File: src/rtl/dct_pkg.sv
// Shared types and constants for the 2-D DCT datapath blocks.
package dct_pkg;

   localparam int unsigned N      = 8;
   localparam int unsigned COEF_W = 16;

   typedef logic [2:0]               idx_t;
   typedef logic signed [COEF_W-1:0] vec_t [N];

   function automatic logic is_last(input idx_t i);
      return i == idx_t'(N - 1);
   endfunction

endpackage

File: src/rtl/dct_tp_bank.sv
// One 8x8 coefficient bank: row-wide write port, combinational column read.
module dct_tp_bank
   import dct_pkg::*;
#(
   parameter int unsigned DATA_W = 16
) (
   input  logic                  clk,
   input  logic                  we,
   input  logic [2:0]            wr_row,
   input  logic [N*DATA_W-1:0]   wr_vec,
   input  logic [2:0]            rd_col,
   output logic [N*DATA_W-1:0]   rd_vec
);

   logic [DATA_W-1:0] mem [N][N];

   // Contents are deliberately not reset; full flags in the parent gate validity.
   always_ff @(posedge clk) begin
      if (we) begin
         for (int unsigned c = 0; c < N; c++) begin
            mem[wr_row][c] <= wr_vec[c*DATA_W +: DATA_W];
         end
      end
   end

   always_comb begin
      rd_vec = '0;
      for (int unsigned r = 0; r < N; r++) begin
         rd_vec[r*DATA_W +: DATA_W] = mem[r][rd_col];
      end
   end

endmodule

File: src/rtl/dct_transpose8x8.sv
// Ping-pong 8x8 transpose buffer between the row-pass and column-pass DCT cores.
module dct_transpose8x8
   import dct_pkg::*;
#(
   parameter int unsigned DATA_W = 16
) (
   input  logic                  clk,
   input  logic                  rst_n,
   input  logic                  in_valid,
   output logic                  in_ready,
   input  logic [N*DATA_W-1:0]   in_data,
   output logic                  out_valid,
   input  logic                  out_ready,
   output logic [N*DATA_W-1:0]   out_data,
   output logic                  out_last
);

   logic        wr_bank;
   logic        rd_bank;
   idx_t        wr_row;
   idx_t        rd_col;
   logic [1:0]  full;
   logic [1:0]  full_set;
   logic [1:0]  full_clr;
   logic        wr_fire;
   logic        rd_fire;
   logic [N*DATA_W-1:0] bank_rd [2];

   assign in_ready  = !full[wr_bank];
   assign out_valid = full[rd_bank];
   assign out_last  = out_valid && is_last(rd_col);
   assign out_data  = bank_rd[rd_bank];

   assign wr_fire = in_valid && in_ready;
   assign rd_fire = out_valid && out_ready;

   for (genvar b = 0; b < 2; b++) begin : g_bank
      dct_tp_bank #(.DATA_W(DATA_W)) u_bank (
         .clk    (clk),
         .we     (wr_fire && (wr_bank == 1'(b))),
         .wr_row (wr_row),
         .wr_vec (in_data),
         .rd_col (rd_col),
         .rd_vec (bank_rd[b])
      );
   end

   // Set and clear always hit different banks, so applying both in one edge is safe.
   always_comb begin
      full_set = '0;
      full_clr = '0;
      if (wr_fire && is_last(wr_row)) full_set[wr_bank] = 1'b1;
      if (rd_fire && is_last(rd_col)) full_clr[rd_bank] = 1'b1;
   end

   always_ff @(posedge clk or negedge rst_n) begin
      if (!rst_n) begin
         wr_bank <= 1'b0;
         rd_bank <= 1'b0;
         wr_row  <= '0;
         rd_col  <= '0;
         full    <= '0;
      end else begin
         if (wr_fire) begin
            wr_row <= wr_row + idx_t'(1);
            if (is_last(wr_row)) wr_bank <= !wr_bank;
         end
         if (rd_fire) begin
            rd_col <= rd_col + idx_t'(1);
            if (is_last(rd_col)) rd_bank <= !rd_bank;
         end
         full <= (full | full_set) & ~full_clr;
      end
   end

endmodule

File: config.mk
export PLATFORM = sky130hd
export DESIGN_NAME = dct_transpose8x8
export DESIGN_NICKNAME = d
export VERILOG_FILES = /design/src/rtl/dct_pkg.sv /design/src/rtl/dct_tp_bank.sv /design/src/rtl/dct_transpose8x8.sv
export SDC_FILE = /design/constraint.sdc
export NUM_CORES = 2
export LEC_CHECK = 0
export BUFFER_PORTS_ARGS = -buffer_cell sky130_fd_sc_hd__buf_2
export CAP_MARGIN = 30
export CORE_AREA = 2 2 513 515
export CTS_CLUSTER_SIZE = 14
export DETAILED_ROUTE_END_ITERATION = 6
export DIE_AREA = 0 0 515 517
export PLACE_DENSITY = 0.41
export SLEW_MARGIN = 20
export SYNTH_ARGS = -nofsm -noshare
export SYNTH_HDL_FRONTEND = slang
export SYNTH_SLANG_ARGS = --single-unit
File: constraint.sdc
create_clock -name clk -period 30.8 [get_ports clk]
set_input_delay 3.08 -clock clk [delete_from_list [all_inputs] [get_ports clk]]
set_output_delay 3.08 -clock clk [all_outputs]
set_load 0.005 [all_outputs]
==> results.txt <==
* RSZ-0062 raised after global routing: false
- Post-synthesis cell type count: 27
- Multiplexer share of the synthesized area: between 10% and 20%
- The filler cells instantiated in the layout total 24100.
* Drt wl/cell: ~28 um
- In the routed layout, each cell is associated on average with a via count of between 4 and 5.
* Type of the most critical hold path: register to register
- Measured along the y axis, the die boundary spans ~520 um.
- In this run the most critical hold path is launched from full[1]$_DFF_PN0_.
- CTS built an H-tree with a depth of 4.
- The flow ran to the end, and the final reports show no timing, DRC or antenna violations.
- Post-synthesis share of cell area spent on full adders, half adders and majority gates: less than 1%
- Initial DRT Pass Iterations: 4
* Area taken by multi-input logic gates: around 15000 sq um
- The sequential cells in the finished layout cover a total of between 60000 and 70000 sq um.
- Number of hold violations in the final report: 0
- Once detail routing completed, the nets flagged for antenna violations numbered 0.
* Mean area per synthesized cell: between 20 and 25 sq um
* Critical path's slowest cell: dfrtp_4
- #FFs+latches synth: ~2000
- Yosys warning count: 0
- STA classifies the critical path startpoint as a register.
- Gates resized, CTS repair: 0
* Initial antenna violation count: 33
- Gate count of the mapped netlist: 3121
* Worst max-slew margin expressed relative to the limit: a little over a third
- CP arrival: roughly 5.4 ns
- Crit. Startpoint: rd_col[0]$_DFFE_PN0P_
- The smallest clock period supported by the final layout is computed as roughly 8.5 ns.
- The longest clock path from root to sink contains 3 buffers.
- For the pin with the worst max-slew slack, the measured transition is slightly below 1 ns.
- Across the VDD grid, the largest voltage drop is ~0.00006 V.
* Top cells by area in the synthesized netlist: edfxtp_1 (79%), mux4_2 (16%), mux2i_1 (1.2%)
- The worst setup path is captured at an output port.
* Bufs and invs on worst path: 6
- Core outline area: 261000 sq um
- Final weighted congestion in routability-driven placement: 0.690
- The worst register-to-register path begins at full[1]$_DFF_PN0_.
- Once the clock tree was built, the setup fixing pass inserted 0 buffers.
* Top-Level Pins: between 200 and 300
* Worst clock skew on the final layout: between 0.04 and 0.05 ns
- The largest total area in the synthesized netlist belongs to edfxtp_1.
- Largest stage delay on the critical path: between 0.9 and 1 ns
* Sequential share of the synthesized area: between 70 and 80%
- After detailed routing, the number of remaining DRC violations is 0.
- PnR worst setup slack: roughly 22 ns
- For this design, the sink count on the clock tree is between 2000 and 2500.
* Achievable clock frequency: 118 MHz
- Post-synthesis xor/xnor area fraction: less than 1%
- The max-slew violation total from the final report was 0.
- TritonCTS built the clock tree.
- Grouping stages by cell kind, the critical path spends the most delay in buffers and inverters.
- For this configuration, the core starts out at a cell density of approximately 30%.
- Share of cells above drive strength 1: 33.3%
- Largest fanout of any net on the critical path: 40
- Final critical-path share of the clock period: ~28%
- After routing the design area is just over 90000 sq um.
- Ratio of total power to cell area: ~90 nW/um^2
* Critical Path RT: roughly 28 ns
- Summing all placed instances gives a cell area of 83500 sq um.
- Worst Setup Slack post-DPL: 22.64 ns
- For the final routed database, the setup TNS stands at 0 ns.
- Main combinational cell family by area after synthesis: multiplexers
- The floorplan has 188 rows.
- After the last flow step, the layout net total stands at approximately 3700.
* Width of the die: 515 um
- Entering global routing, the biggest net connects around 130 pins.
- Counting stages on the worst path, the most repeated cell is buf_4.
- The die covers approximately 270000 sq um.
- For this design the static power due to leakage is approximately 0.028 uW.
- Number of buffers created by CTS: approximately 220
- For this block, the routed nets add up to roughly 200 mm of wire.
- The first global-routing pass estimated around 290 mm of wire.
- The number of nets handed over by synthesis was 3257.
- By startpoint and endpoint, the worst setup path is classified as register to output port.
- The clock reaches the later pin of the worst-skew pair after roughly 0.87 ns.
* Summed instance area of the synthesized netlist: roughly 78000 sq um
- GRT Resource Usage Total: between 10% and 20%
- Via count of the first global-routing pass: between 30000 and 40000
- Setup violations remaining at the end of the flow were counted as 0.
* Post-detail-place hpwl: about 110 mm
* Area fraction in and, or, nand and nor cells after synthesis: 0.613%
- Across the run, the number of max-cap violations was 0.
- Area Overhead vs Synth: 16.3%
* Library cell used as clock root buffer: clkbuf_16
- Hold timing on the final database bottoms out at a slack of 0.575 ns.
- Vias post-DR: 34600
* Number of buffers inserted by port buffering: roughly 260
- Final global-route overflow total: 0
- Post-synthesis compound-gate area fraction: about 1.2%
- The first routing iteration left about 3100 violations.
- Proportion of netlist area held by the largest area contributor: between 70% and 80%
* Critical Path, Cell by Cell: buf_4 > buf_4 > buf_4 > buf_4 > buf_12 > mux4_2 > mux4_2 > buf_2
* Hold buffer count at cts: 0
* Clock transition at path regs: 0.06 ns
Yosys cell counts, drive strengths merged:
cell       n
nor3       4
clkinv     1
mux2       5
a21oi     57
a211oi    43
a31oi      2
nor2b     45
nand2b     3
o22ai     12
buf      126
edfxtp  2048
and2       1
o221ai    24
nor2      14
xnor2      2
clkbuf    40
ha         4
mux2i     92
nand2     22
o21ai      2
mux4     561
dfrtp     10
nand3      3
worst register-to-register path: stages, from the launching register on:
cell,delay (ns)
dfrtp_1,0.44
nor2b_1,0.18
nand3_1,0.32
nor2_4,0.82
buf_4,0.73
buf_4,0.51
buf_16,0.30
state kept, by name, summed over array words and instances, names as in the netlist:
register and count:
wr_row 3, g_bank.u_bank.mem 2048, rd_col 3, rd_bank 1
wr_bank 1, full 2
cells by family after synthesis:
kind of cell | after synthesis
multiplexers | 658
flip-flops | 2058
buffers and inverters | 167
adder cells (fa/ha/maj) | 4
AND/OR/NAND/NOR | 92
AO/OA/AOI/OAI | 140
XOR/XNOR | 2
per-layer routing:
layer | global-route usage, % | up-vias | wire length [um]
li1 | - | 14400 | -
met4 | 3.76 | 6 | 3940
met2 | 23.5 | 777 | 93800
met3 | 2.58 | 253 | 9190
met5 | 0 | - | 34
met1 | 22.1 | 19200 | 95200
worst paths after layout:
path,to,slack [ns],cells past startpoint
setup / recovery,out_data[40],22.31,8
hold / removal,full[1]$_DFF_PN0_,0.57,1
setup reg to reg,g_bank[1].u_bank.mem[3][111]$_DFFE_PP_,27.10,6
hold reg to reg,full[1]$_DFF_PN0_,0.57,1
max in group asynchronous,rd_col[2]$_DFFE_PN0P_,28.40,1
min in group asynchronous,wr_bank$_DFFE_PN0N_,2.10,1
cells in the final DEF (no fill, tap or decap), drive strengths merged, types with 24 or more instances in the layout:
cell    instances
buf           347
nor2b          45
a21oi          57
mux2i          92
mux4          561
clkinv         79
clkbuf        299
o221ai         24
edfxtp       2048
a211oi         43
final cells by class:
type | count | area share (%)
Antenna cell | 10 | 0.0277
Clock buffer | 299 | 6.58
Clock inverter | 104 | 1.09
Inverter | 1 | 0.0124
Multi-Input combinational cell | 896 | 16.8
Sequential cell | 2058 | 68.3
Tap cell | 3420 | 4.73
Timing Repair Buffer | 347 | 2.54
per-stage QoR:
step | std cells | utilization (%) | total power [uW]
after floorplan | 3121 | - | 4930
after detailed placement | 6719 | 32.0 | 5860
after global routing | 7128 | 34.7 | 8670
after CTS | 7122 | 34.6 | 8450
after global placement | 6703 | 31.8 | 5830
final | 7135 | 34.7 | 8260
report_power, final:
part / switching [uW] / total [uW] / leakage (uW) / internal (uW)
Combinational: 1300 / 2350 / 0.00611 / 1050
Sequential: 78.6 / 3360 / 0.0186 / 3280
Clock: 1100 / 2550 / 0.00338 / 1460
Total: 2470 / 8260 / 0.0281 / 5790
(Power assumes the default switching activity.)
